--- config.mk ---
export PLATFORM = sky130hd
export DESIGN_NAME = norm_lut_arbiter_flat
export DESIGN_NICKNAME = d
export VERILOG_FILES = /design/src/rtl/norm_lut_arbiter_if.sv /design/src/rtl/norm_lut_arbiter.sv /design/src/flat_wrapper.sv
export SDC_FILE = /design/constraint.sdc
export NUM_CORES = 1
export LEC_CHECK = 0
export BUFFER_PORTS_ARGS = -buffer_cell sky130_fd_sc_hd__buf_4
export CAP_MARGIN = 20
export CORE_ASPECT_RATIO = 1.5
export CORE_MARGIN = 2
export CORE_UTILIZATION = 50
export CTS_CLUSTER_DIAMETER = 150
export DETAILED_ROUTE_END_ITERATION = 8
export PLACE_DENSITY = 0.79
export SLEW_MARGIN = 10
export SYNTH_ARGS = -nofsm -noshare
export SYNTH_HDL_FRONTEND = slang
export SYNTH_SLANG_ARGS = --single-unit
--- constraint.sdc ---
create_clock -name clk -period 4.2 [get_ports clk]
set_clock_uncertainty 0.1 [all_clocks]
set_input_delay 0.63 -clock clk [delete_from_list [all_inputs] [get_ports clk]]
set_output_delay 0.63 -clock clk [all_outputs]
set_load 0.005 [all_outputs]
--- src/rtl/norm_lut_arbiter_if.sv ---
// Request/response handshake bundle between the normalization lanes and the LUT arbiter.
// The master side is the requester/consumer side, and the slave side is the arbiter.
interface norm_lut_arbiter_if #(
    parameter int NUM_REQ    = 4,
    parameter int ADDR_WIDTH = 6,
    parameter int DATA_WIDTH = 16,
    parameter int ID_WIDTH   = 2
);
    logic [NUM_REQ-1:0]            req_valid;
    logic [NUM_REQ*ADDR_WIDTH-1:0] req_addr;
    logic [NUM_REQ-1:0]            req_ready;
    logic                          rsp_valid;
    logic [ID_WIDTH-1:0]           rsp_id;
    logic [DATA_WIDTH-1:0]         rsp_data;
    logic                          rsp_ready;

    modport master (
        output req_valid, req_addr, rsp_ready,
        input  req_ready, rsp_valid, rsp_id, rsp_data
    );

    modport slave (
        input  req_valid, req_addr, rsp_ready,
        output req_ready, rsp_valid, rsp_id, rsp_data
    );
endinterface

--- src/rtl/norm_lut_arbiter.sv ---
// Round-robin sharing of one single-port, 1-cycle-latency norm LUT ROM among NUM_REQ lanes.
// Each read is tagged with its requester ID, and results return in order through a 3-entry FIFO.
module norm_lut_arbiter #(
    parameter int NUM_REQ    = 4,
    parameter int ADDR_WIDTH = 6,
    parameter int DATA_WIDTH = 16,
    parameter int ID_WIDTH   = 2
) (
    input  logic                  clk,
    input  logic                  reset,
    norm_lut_arbiter_if.slave     bus,
    output logic                  rom_reset,
    output logic                  rom_enable,
    output logic [ADDR_WIDTH-1:0] rom_address,
    input  logic [DATA_WIDTH-1:0] rom_data_out
);
    logic [ID_WIDTH-1:0]   rr_ptr;
    logic                  s1_valid;
    logic [ID_WIDTH-1:0]   s1_id;
    logic [ID_WIDTH-1:0]   fifo_id   [4];
    logic [DATA_WIDTH-1:0] fifo_data [4];
    logic [1:0]            rd_ptr;
    logic [1:0]            wr_ptr;
    logic [1:0]            count;

    logic                  issue_ok;
    logic                  grant_any;
    logic [ID_WIDTH-1:0]   grant_id;
    logic                  pop;

    function automatic logic [1:0] next_ptr(input logic [1:0] p);
        return (p == 2'd2) ? 2'd0 : p + 2'd1;
    endfunction

    // Credit is computed from registered state only, so req_ready never depends on rsp_ready.
    assign issue_ok = ({1'b0, count} + {2'b00, s1_valid}) <= 3'd2;

    always_comb begin
        int idx;
        bus.req_ready = '0;
        grant_any     = 1'b0;
        grant_id      = '0;
        idx           = 0;
        if (reset && issue_ok) begin
            for (int k = 1; k <= NUM_REQ; k++) begin
                idx = (int'(rr_ptr) + k) % NUM_REQ;
                if (!grant_any && bus.req_valid[idx]) begin
                    grant_any = 1'b1;
                    grant_id  = ID_WIDTH'(idx);
                end
            end
        end
        if (grant_any) bus.req_ready[grant_id] = 1'b1;
    end

    assign rom_reset   = ~reset;
    assign rom_enable  = grant_any;
    assign rom_address = grant_any ? bus.req_addr[int'(grant_id)*ADDR_WIDTH +: ADDR_WIDTH]
                                   : '0;

    assign bus.rsp_valid = reset && (count != 2'd0);
    assign bus.rsp_id    = fifo_id[rd_ptr];
    assign bus.rsp_data  = fifo_data[rd_ptr];
    assign pop           = bus.rsp_valid && bus.rsp_ready;

    always_ff @(posedge clk) begin
        if (!reset) begin
            rr_ptr   <= ID_WIDTH'(NUM_REQ - 1);
            s1_valid <= 1'b0;
            s1_id    <= '0;
            rd_ptr   <= 2'd0;
            wr_ptr   <= 2'd0;
            count    <= 2'd0;
        end else begin
            s1_valid <= grant_any;
            if (grant_any) begin
                rr_ptr <= grant_id;
                s1_id  <= grant_id;
            end
            // ROM output is valid one cycle after enable; land it directly in the FIFO.
            if (s1_valid) begin
                fifo_id[wr_ptr]   <= s1_id;
                fifo_data[wr_ptr] <= rom_data_out;
                wr_ptr            <= next_ptr(wr_ptr);
            end
            if (pop) rd_ptr <= next_ptr(rd_ptr);
            case ({s1_valid, pop})
                2'b10:   count <= count + 2'd1;
                2'b01:   count <= count - 2'd1;
                default: count <= count;
            endcase
        end
    end
endmodule
--- src/flat_wrapper.sv ---
// flat-port wrapper written by rule: the top's interface ports become plain ports
module norm_lut_arbiter_flat 
#(
    parameter int NUM_REQ    = 4,
    parameter int ADDR_WIDTH = 6,
    parameter int DATA_WIDTH = 16,
    parameter int ID_WIDTH   = 2
)
  (clk, reset, rom_reset, rom_enable, rom_address, rom_data_out, bus_req_valid, bus_req_addr, bus_rsp_ready, bus_req_ready, bus_rsp_valid, bus_rsp_id, bus_rsp_data);
  norm_lut_arbiter_if #(.NUM_REQ(NUM_REQ), .ADDR_WIDTH(ADDR_WIDTH), .DATA_WIDTH(DATA_WIDTH), .ID_WIDTH(ID_WIDTH)) bus_i ();
  input  logic clk;
  input  logic reset;
  output logic rom_reset;
  output logic rom_enable;
  output logic [ADDR_WIDTH-1:0] rom_address;
  input  logic [DATA_WIDTH-1:0] rom_data_out;
  input wire logic [$bits(bus_i.req_valid)-1:0] bus_req_valid;
  input wire logic [$bits(bus_i.req_addr)-1:0] bus_req_addr;
  input wire logic [$bits(bus_i.rsp_ready)-1:0] bus_rsp_ready;
  output wire logic [$bits(bus_i.req_ready)-1:0] bus_req_ready;
  output wire logic [$bits(bus_i.rsp_valid)-1:0] bus_rsp_valid;
  output wire logic [$bits(bus_i.rsp_id)-1:0] bus_rsp_id;
  output wire logic [$bits(bus_i.rsp_data)-1:0] bus_rsp_data;
  assign bus_i.req_valid = bus_req_valid;
  assign bus_i.req_addr = bus_req_addr;
  assign bus_i.rsp_ready = bus_rsp_ready;
  assign bus_req_ready = bus_i.req_ready;
  assign bus_rsp_valid = bus_i.rsp_valid;
  assign bus_rsp_id = bus_i.rsp_id;
  assign bus_rsp_data = bus_i.rsp_data;
  norm_lut_arbiter #(.NUM_REQ(NUM_REQ), .ADDR_WIDTH(ADDR_WIDTH), .DATA_WIDTH(DATA_WIDTH), .ID_WIDTH(ID_WIDTH)) u_core (.clk(clk), .reset(reset), .bus(bus_i), .rom_reset(rom_reset), .rom_enable(rom_enable), .rom_address(rom_address), .rom_data_out(rom_data_out));
endmodule
==> results.yml, run 1 <==
sta:
  worst_slack_ns: 0.985
  drv_slew: 0
  hold_viol: 0
  worst_pin_slew_ns: 1.05
  whs_ns: 0.379
  tns_ns: 0
  slew_headroom_pct: 29.8
  rsz0062_at_grt: "false"
  fmax_mhz: 311
  fin_crit_sh_pct: 76.5
  period_needed_ns: 3.21
  setup_viol: 0
yosys:
  async_flop_share_pct: 0
  synth_top_family_by_area: "multiplexers"
  syn-cell-area_um2: 3590
  synthesis.nets: 272
  synth_simple_gate_area_share_pct: 7.19
  synth_compound_area_share_pct: 7.53
  synth.avg_cell_area_um2: 16.2
  synth_commonest_cells: "72 x edfxtp_1, 18 x mux4_2, 16 x nand2_1"
  yosysWarnings: 0
  yosys.area.top_type: "edfxtp_1"
  synth_area_leaders: "edfxtp_1 60%, mux4_2 11%, dfxtp_1 7.3%, o221ai_2 2.5%, a21oi_1 1.8%"
  synth_most_common_cell: "edfxtp_1"
  syn-instance-count: 221
  synth_adder_area_share_pct: 1.40
  synth.distinct_cells: 39
  synth_xor_area_share_pct: 0.488
  synth_edf_count: 72
  synth.area.mux_share_pct: 13.0
  synth_seq_cells: 85
  yosys_most_used_dff: "edfxtp_1"
  synth_top_area_share_pct: 60.3
  ys_seq_area_share_pct: 67.5
power:
  peakVddDrop_uv: 317
  power.share.clock_pct: 21.8
  power_density_nw_per_um2: 507
  internal-power_w: 0.00159
  power_frac_seq_pct: 47.8
  total_leakage_power_nw: 1.64
  sw_frac_of_total_pct: 29.2
  switching_power_w: 0.000656
  comb_power_share_pct: 30.4
grt:
  grt_use_met2_pct: 31.8
  overflow: 0
  antenna_found_initial: 0
  grt_first_pass_wirelength_mm: 10.0
  grtUsageMet1_pct: 18.4
  grt_pass1_vias: 2245
  grt_max_degree: 19
  grt_busiest_layer: "met2"
  met3_usage_pct: 3.18
  track_usage_pct: 17.4
clock_network:
  cts_max_level: 3
  clockBufferDepth: 2
  cts_buffers: 9
  cts_root_buf: "clkbuf_8"
  ctsHoldBuffers: 0
  cts.repair.resized: 0
  post_cts_buffers: 0
  cts.sinks: 85
  cts_tree: "built"
  clkLatencyLatePin_ns: 0.34
  clk_pin_slew_ns: 0.08
floorplan:
  dieArea_um2: 7880
  die_h_um: 108
  core_um2: 6900
  die_x_um: 73.2
  rows: 37
  start_util_pct: 52.0
  io_pins: 78
finish:
  diodes: 0
  seq_area_um2: 2420
  multi_input_area_um2: 1080
  synthToLayoutAreaGrowth_pct: 23.6
  nFillCells: 516
  num-nets-final: 356
  post_route_cells_drive_above_1_share_pct: 42.9
  utilization_pct: 64.3
worst_hold_path:
  whs_path_depth: 1
  hold_path_class: "input port to register"
route:
  avgViaCountPerCell: 5.60
  drcViolationCount: 0
  first_pass_iters: 5
  num_vias: 2171
  drt_iter0_markers: 140
  wl_mm: 6.46
  antenna_left: 0
  wl_per_cell_um: 16.6
place:
  port_buffers: 77
  gp_congestion: 0.926
  pre_cts_slack_ns: 1.33
  hpwl_mm: 4.54
critical_path:
  reg2regPathDepth: 9
  end_kind: "primary output"
  critPathMostFrequentCell: "ha_1"
  cp.arrival_ns: 2.48
  cp.required_ns: 3.47
  rrSetupSlack_ns: 2.08
  crit_type: "register to primary output"
  cp_slowest_cell: "dfxtp_1"
  max_stage_delay_ns: 0.41
  crit_path_max_fanout: 7
  r2r_start: "u_core.count[0]$_SDFFE_PN0P_"
  worstSetupStartpoint: "u_core.count[0]$_SDFFE_PN0P_"
  cp_cell_sequence: "ha_1 -> inv_1 -> ha_1 -> nor3b_1 -> o21a_1 -> nand2_1 -> or2_1 -> o221ai_2 -> buf_4"
  start_kind: "register"
  endpoint: "rom_address[2]"
  reg2reg_to: "u_core.rr_ptr[0]$_SDFFE_PN1P_"
job:
  drv_cap: 0
outcome:
  run_status: "completed"
-- logic make-up after synthesis --
| group | Yosys count |
|---|---|
| muxes | 24 |
| DFF | 85 |
| and+or+nand+nor | 51 |
| buffers and inverters | 24 |
| xor gates and xnor gates | 2 |
| AOI/OAI and AO/OA | 31 |
| adders and majority gates | 4 |
-- critical path: cells and delay by family, from the launching register on --
| family | cells | cell delay [ns] |
|---|---|---|
| AO/OA/AOI/OAI | 2 | 0.40 |
| adder cells (fa/ha/maj) | 2 | 0.46 |
| buffers and inverters | 2 | 0.19 |
| flip-flops | 1 | 0.41 |
| AND/OR/NAND/NOR | 3 | 0.68 |
-- power by group through the flow --
stage | Clock, W | Combinational [W] | Sequential [W]
CTS | 0.000504 | 0.000695 | 0.00107
global placement | 0 | 0.000685 | 0.00109
finish | 0.000490 | 0.000683 | 0.00108
global route | 0.000532 | 0.000754 | 0.00109
detailed placement | 0 | 0.000692 | 0.00109
floorplan | 0 | 0.000463 | 0.00105
-- sequential cells by signal (all words and copies together), names as in the netlist, named ones only --
register / count
u_core.rr_ptr: 2
u_core.wr_ptr: 2
u_core.fifo_data: 64
u_core.count: 2
u_core.rd_ptr: 2
u_core.fifo_id: 8
u_core.s1_id: 2
u_core.s1_valid: 1
-- routing by layer --
| metal | vias up | part of all wire [%] |
|---|---|---|
| li1 | 1019 | - |
| met5 | - | 0 |
| met2 | 89 | 56 |
| met3 | 12 | 5.5 |
| met1 | 1051 | 37 |
| met4 | 0 | 1.9 |
-- placed cells by master, fill, tap and decap left out, types with 9 or more instances in the layout --
cell      count
dfxtp_1      13
inv_1        13
clkbuf_8      9
a21oi_1      13
buf_4        80
edfxtp_1     72
mux4_2       18
nand2_1      16
-- area by class of cell --
cell class | instances | area share (%)
sequential | 85 | 54.6
timing repair buffer | 80 | 13.5
inverter | 17 | 1.44
multi-input combinational | 112 | 24.3
clock buffer | 9 | 2.79
tap | 78 | 2.20
clock inverter | 7 | 1.16
-- metrics by stage --
stage               power, W  area [µm²]  cells
finish               0.00225        4440    388
global route         0.00237        4440    388
detailed placement   0.00178        4260    372
floorplan            0.00151        3590    221
global placement     0.00177        4260    372
CTS                  0.00227        4440    388
-- how the worst min path moves through the flow --
stage,from,to
after floorplan,u_core.rd_ptr[1]$_SDFFE_PN0N_,register
after global placement,u_core.rd_ptr[1]$_SDFFE_PN0N_,register
after detailed placement,u_core.rd_ptr[1]$_SDFFE_PN0N_,register
after CTS,rom_data_out[5],u_core.fifo_data[3][5]$_DFFE_PP_
after global routing,rom_data_out[5],u_core.fifo_data[3][5]$_DFFE_PP_
final,rom_data_out[5],u_core.fifo_data[3][5]$_DFFE_PP_
Power figures use the tool's default switching activity.
==> run 2: changes to the inputs <==
ABC_AREA = 1   (was not set)
clock period = 3.1 ns   (was 4.2 ns; I/O delays follow)
==> run 2 against run 1 <==
Sequential power grew 42%; sequential share of layout area shrank 5.3 points; flip-flop and latch count is the same; final cell count grew 44%; register-to-register slack lost 0.97 ns; via count grew 37%; synthesized area grew 6.5%; core utilization grew 1.2 points; first-iteration DRC count grew 50%; critical path depth grew 5; design area grew 11%; largest cell class unchanged; largest power group is now combinational cells.
==> results.yml, run 2 <==
outcome:
  run_status: "completed"
route:
  drcViolationCount: 0
  num_vias: 2977
  drt_iter0_markers: 210
  antenna_left: 0
  wl_per_cell_um: 15.0
  first_pass_iters: 4
  avgViaCountPerCell: 5.33
  wl_mm: 8.41
finish:
  num-nets-final: 504
  seq_area_um2: 2430
  reg_top3: "u_core.fifo_data (64), u_core.fifo_id (8)"
  stdcell_count: 559
  final_common_cell: "buf_4"
  nFillCells: 593
  post_route_cells_drive_above_1_share_pct: 30.9
  largest_reg_flops: 64
  synthToLayoutAreaGrowth_pct: 28.9
  multi_input_area_um2: 1260
  diodes: 0
  regMostFlops: "u_core.fifo_data"
  mostFrequentLayoutCells: "90 x buf_4, 72 x edfxtp_1, 63 x nand2_1"
clock_network:
  cts.sinks: 85
  clk_pin_slew_ns: 0.06
  cts_max_level: 3
  ctsHoldBuffers: 0
  clkLatencyLatePin_ns: 0.33
  cts_root_buf: "clkbuf_16"
  clockBufferDepth: 2
  cts_buffers: 9
  cts_tree: "built"
sta:
  period_needed_ns: 2.97
  slew_headroom_pct: 60.3
  worst_pin_slew_ns: 0.592
  fin_crit_sh_pct: 95.7
  setup_viol: 0
  hold_viol: 0
  drv_slew: 0
  tns_ns: 0
  worst_slack_ns: 0.135
  fmax_mhz: 337
power:
  internal-power_w: 0.00300
  power_frac_seq_pct: 32.7
  total_power_w: 0.00467
  total_leakage_power_nw: 2.03
  switching_power_w: 0.00167
  power_density_nw_per_um2: 948
  comb_power_share_pct: 42.3
  power.share.clock_pct: 25.0
  sw_frac_of_total_pct: 35.7
  peakVddDrop_uv: 882
critical_path:
  rrSetupSlack_ns: 1.11
  cp.arrival_ns: 2.40
  crit_path_max_fanout: 10
  start_kind: "register"
  end_kind: "primary output"
  cp.required_ns: 2.53
  crit_type: "register to primary output"
yosys:
  synth_seq_cells: 85
  synth.distinct_cells: 29
  yosys.area.top_type: "edfxtp_1"
  syn-instance-count: 366
  yosys_most_used_dff: "edfxtp_1"
  synth_area_leaders: "edfxtp_1 57%, dfxtp_1 6.8%, nand2_1 6.3%, nor2_1 5.4%, o21ai_0 5.4%"
  async_flop_share_pct: 0
  syn-cell-area_um2: 3820
  yosysWarnings: 0
  synth_top_area_share_pct: 56.6
  synth.avg_cell_area_um2: 10.4
  synthesis.nets: 417
  synth_most_common_cell: "edfxtp_1"
  ys_seq_area_share_pct: 63.4
  synth_commonest_cells: "72 x edfxtp_1, 64 x nand2_1, 55 x nor2_1, 41 x o21ai_0, 27 x nand3_1"
  synth_edf_count: 72
grt:
  overflow: 0
  track_usage_pct: 19.7
  grt_max_degree: 37
  antenna_found_initial: 0
  grt_pass1_vias: 2927
  grt_first_pass_wirelength_mm: 12.5
floorplan:
  io_pins: 78
  start_util_pct: 50.8
  dieArea_um2: 8370
  rows: 39
  core_um2: 7510
  die_x_um: 75.4
  die_h_um: 111
place:
  pre_cts_slack_ns: 0.288
  port_buffers: 77
  place_inst: 535
  gp_congestion: 0.841
  hpwl_mm: 5.26
job:
  drv_cap: 0
worst_hold_path:
  hold_path_class: "input port to register"
-- run 2: changes by cell type after synthesis, moves of 18 or more --
cell,previous run,this run
mux4_2,18,0
o21ai_0,3,41
nand2_1,16,64
o22ai_1,0,20
nor2_1,8,55
nand3_1,3,27
-- run 2: path summary, 6_finish.rpt --
path                                                    from                               end  depth (start not counted)
worst min-delay path                         rom_data_out[4]  u_core.fifo_data[3][4]$_DFFE_PP_                          1
worst min register to register  u_core.s1_id[0]$_SDFFE_PN0P_    u_core.fifo_id[2][0]$_DFFE_PP_                          0
worst max-delay path            u_core.count[0]$_SDFFE_PN0P_                    rom_address[0]                         14
worst max register to register  u_core.count[0]$_SDFFE_PN0P_      u_core.s1_id[1]$_SDFFE_PN0P_                         10
-- run 2: layer usage --
layer	vias up	part of all wire, %	track usage (%)
met5	-	0	0
met4	0	2.0	10.3
met3	15	5.9	5.09
met2	110	55	34.9
met1	1400	37	20.2
li1	1452	-	-
-- run 2: area by class of cell --
class                           instances  area share [%]
Tap cell                              102            2.59
Clock inverter                          5            2.03
Timing Repair Buffer                   91            13.9
Clock buffer                           10            4.65
Inverter                               22            1.78
Multi-Input combinational cell        244            25.7
Sequential cell                        85            49.3
-- run 2: worst max-delay path, stage by stage, from the launching register on --
cell and delay, ns:
dfxtp_2 0.35, ha_2 0.18, inv_1 0.04, ha_1 0.28, nor3b_2 0.16, o21a_1 0.20
nand2_2 0.13, inv_2 0.06, nand2_4 0.14, buf_6 0.16, nand3_2 0.06, nand2_1 0.05
nor2_1 0.04, nor2_1 0.09, buf_4 0.12
-- run 2: kinds of logic (layout without fill, tap and decap cells) --
logic type | after synthesis | in the layout | synth area share (%)
compound gates | 72 | 72 | 10.3
fa+ha+maj | 4 | 4 | 1.31
buf+inv | 39 | 128 | 5.21
flops | 85 | 85 | 63.4
simple gates | 166 | 168 | 19.8
-- run 2: repair_timing --
| action | in CTS | in global routing |
|---|---|---|
| setup endpoints to repair | 6 | 7 |
| setup buffers | 0 | 7 |
| gates resized for setup | 1 | 13 |
| cloned | 0 | 2 |
| pin swaps | 0 | 5 |
-- run 2: power by group through the flow --
stage,combinational (W),sequential [W],clock (W)
after floorplan,0.00127,0.00149,0
after global placement,0.00170,0.00153,0
after detailed placement,0.00175,0.00154,0
after CTS,0.00177,0.00152,0.00118
after global routing,0.00220,0.00154,0.00122
final,0.00198,0.00153,0.00117
-- run 2: per-stage QoR --
stage	hold slack [ns]	util, %	cell area (µm²)
2_1_floorplan	0.360	-	3820
4_1_cts	0.224	64.1	4820
5_1_grt	0.226	65.6	4930
6_report	0.232	65.6	4930
3_5_place_dp	0.388	59.7	4480
3_3_place_gp	0.377	59.7	4480
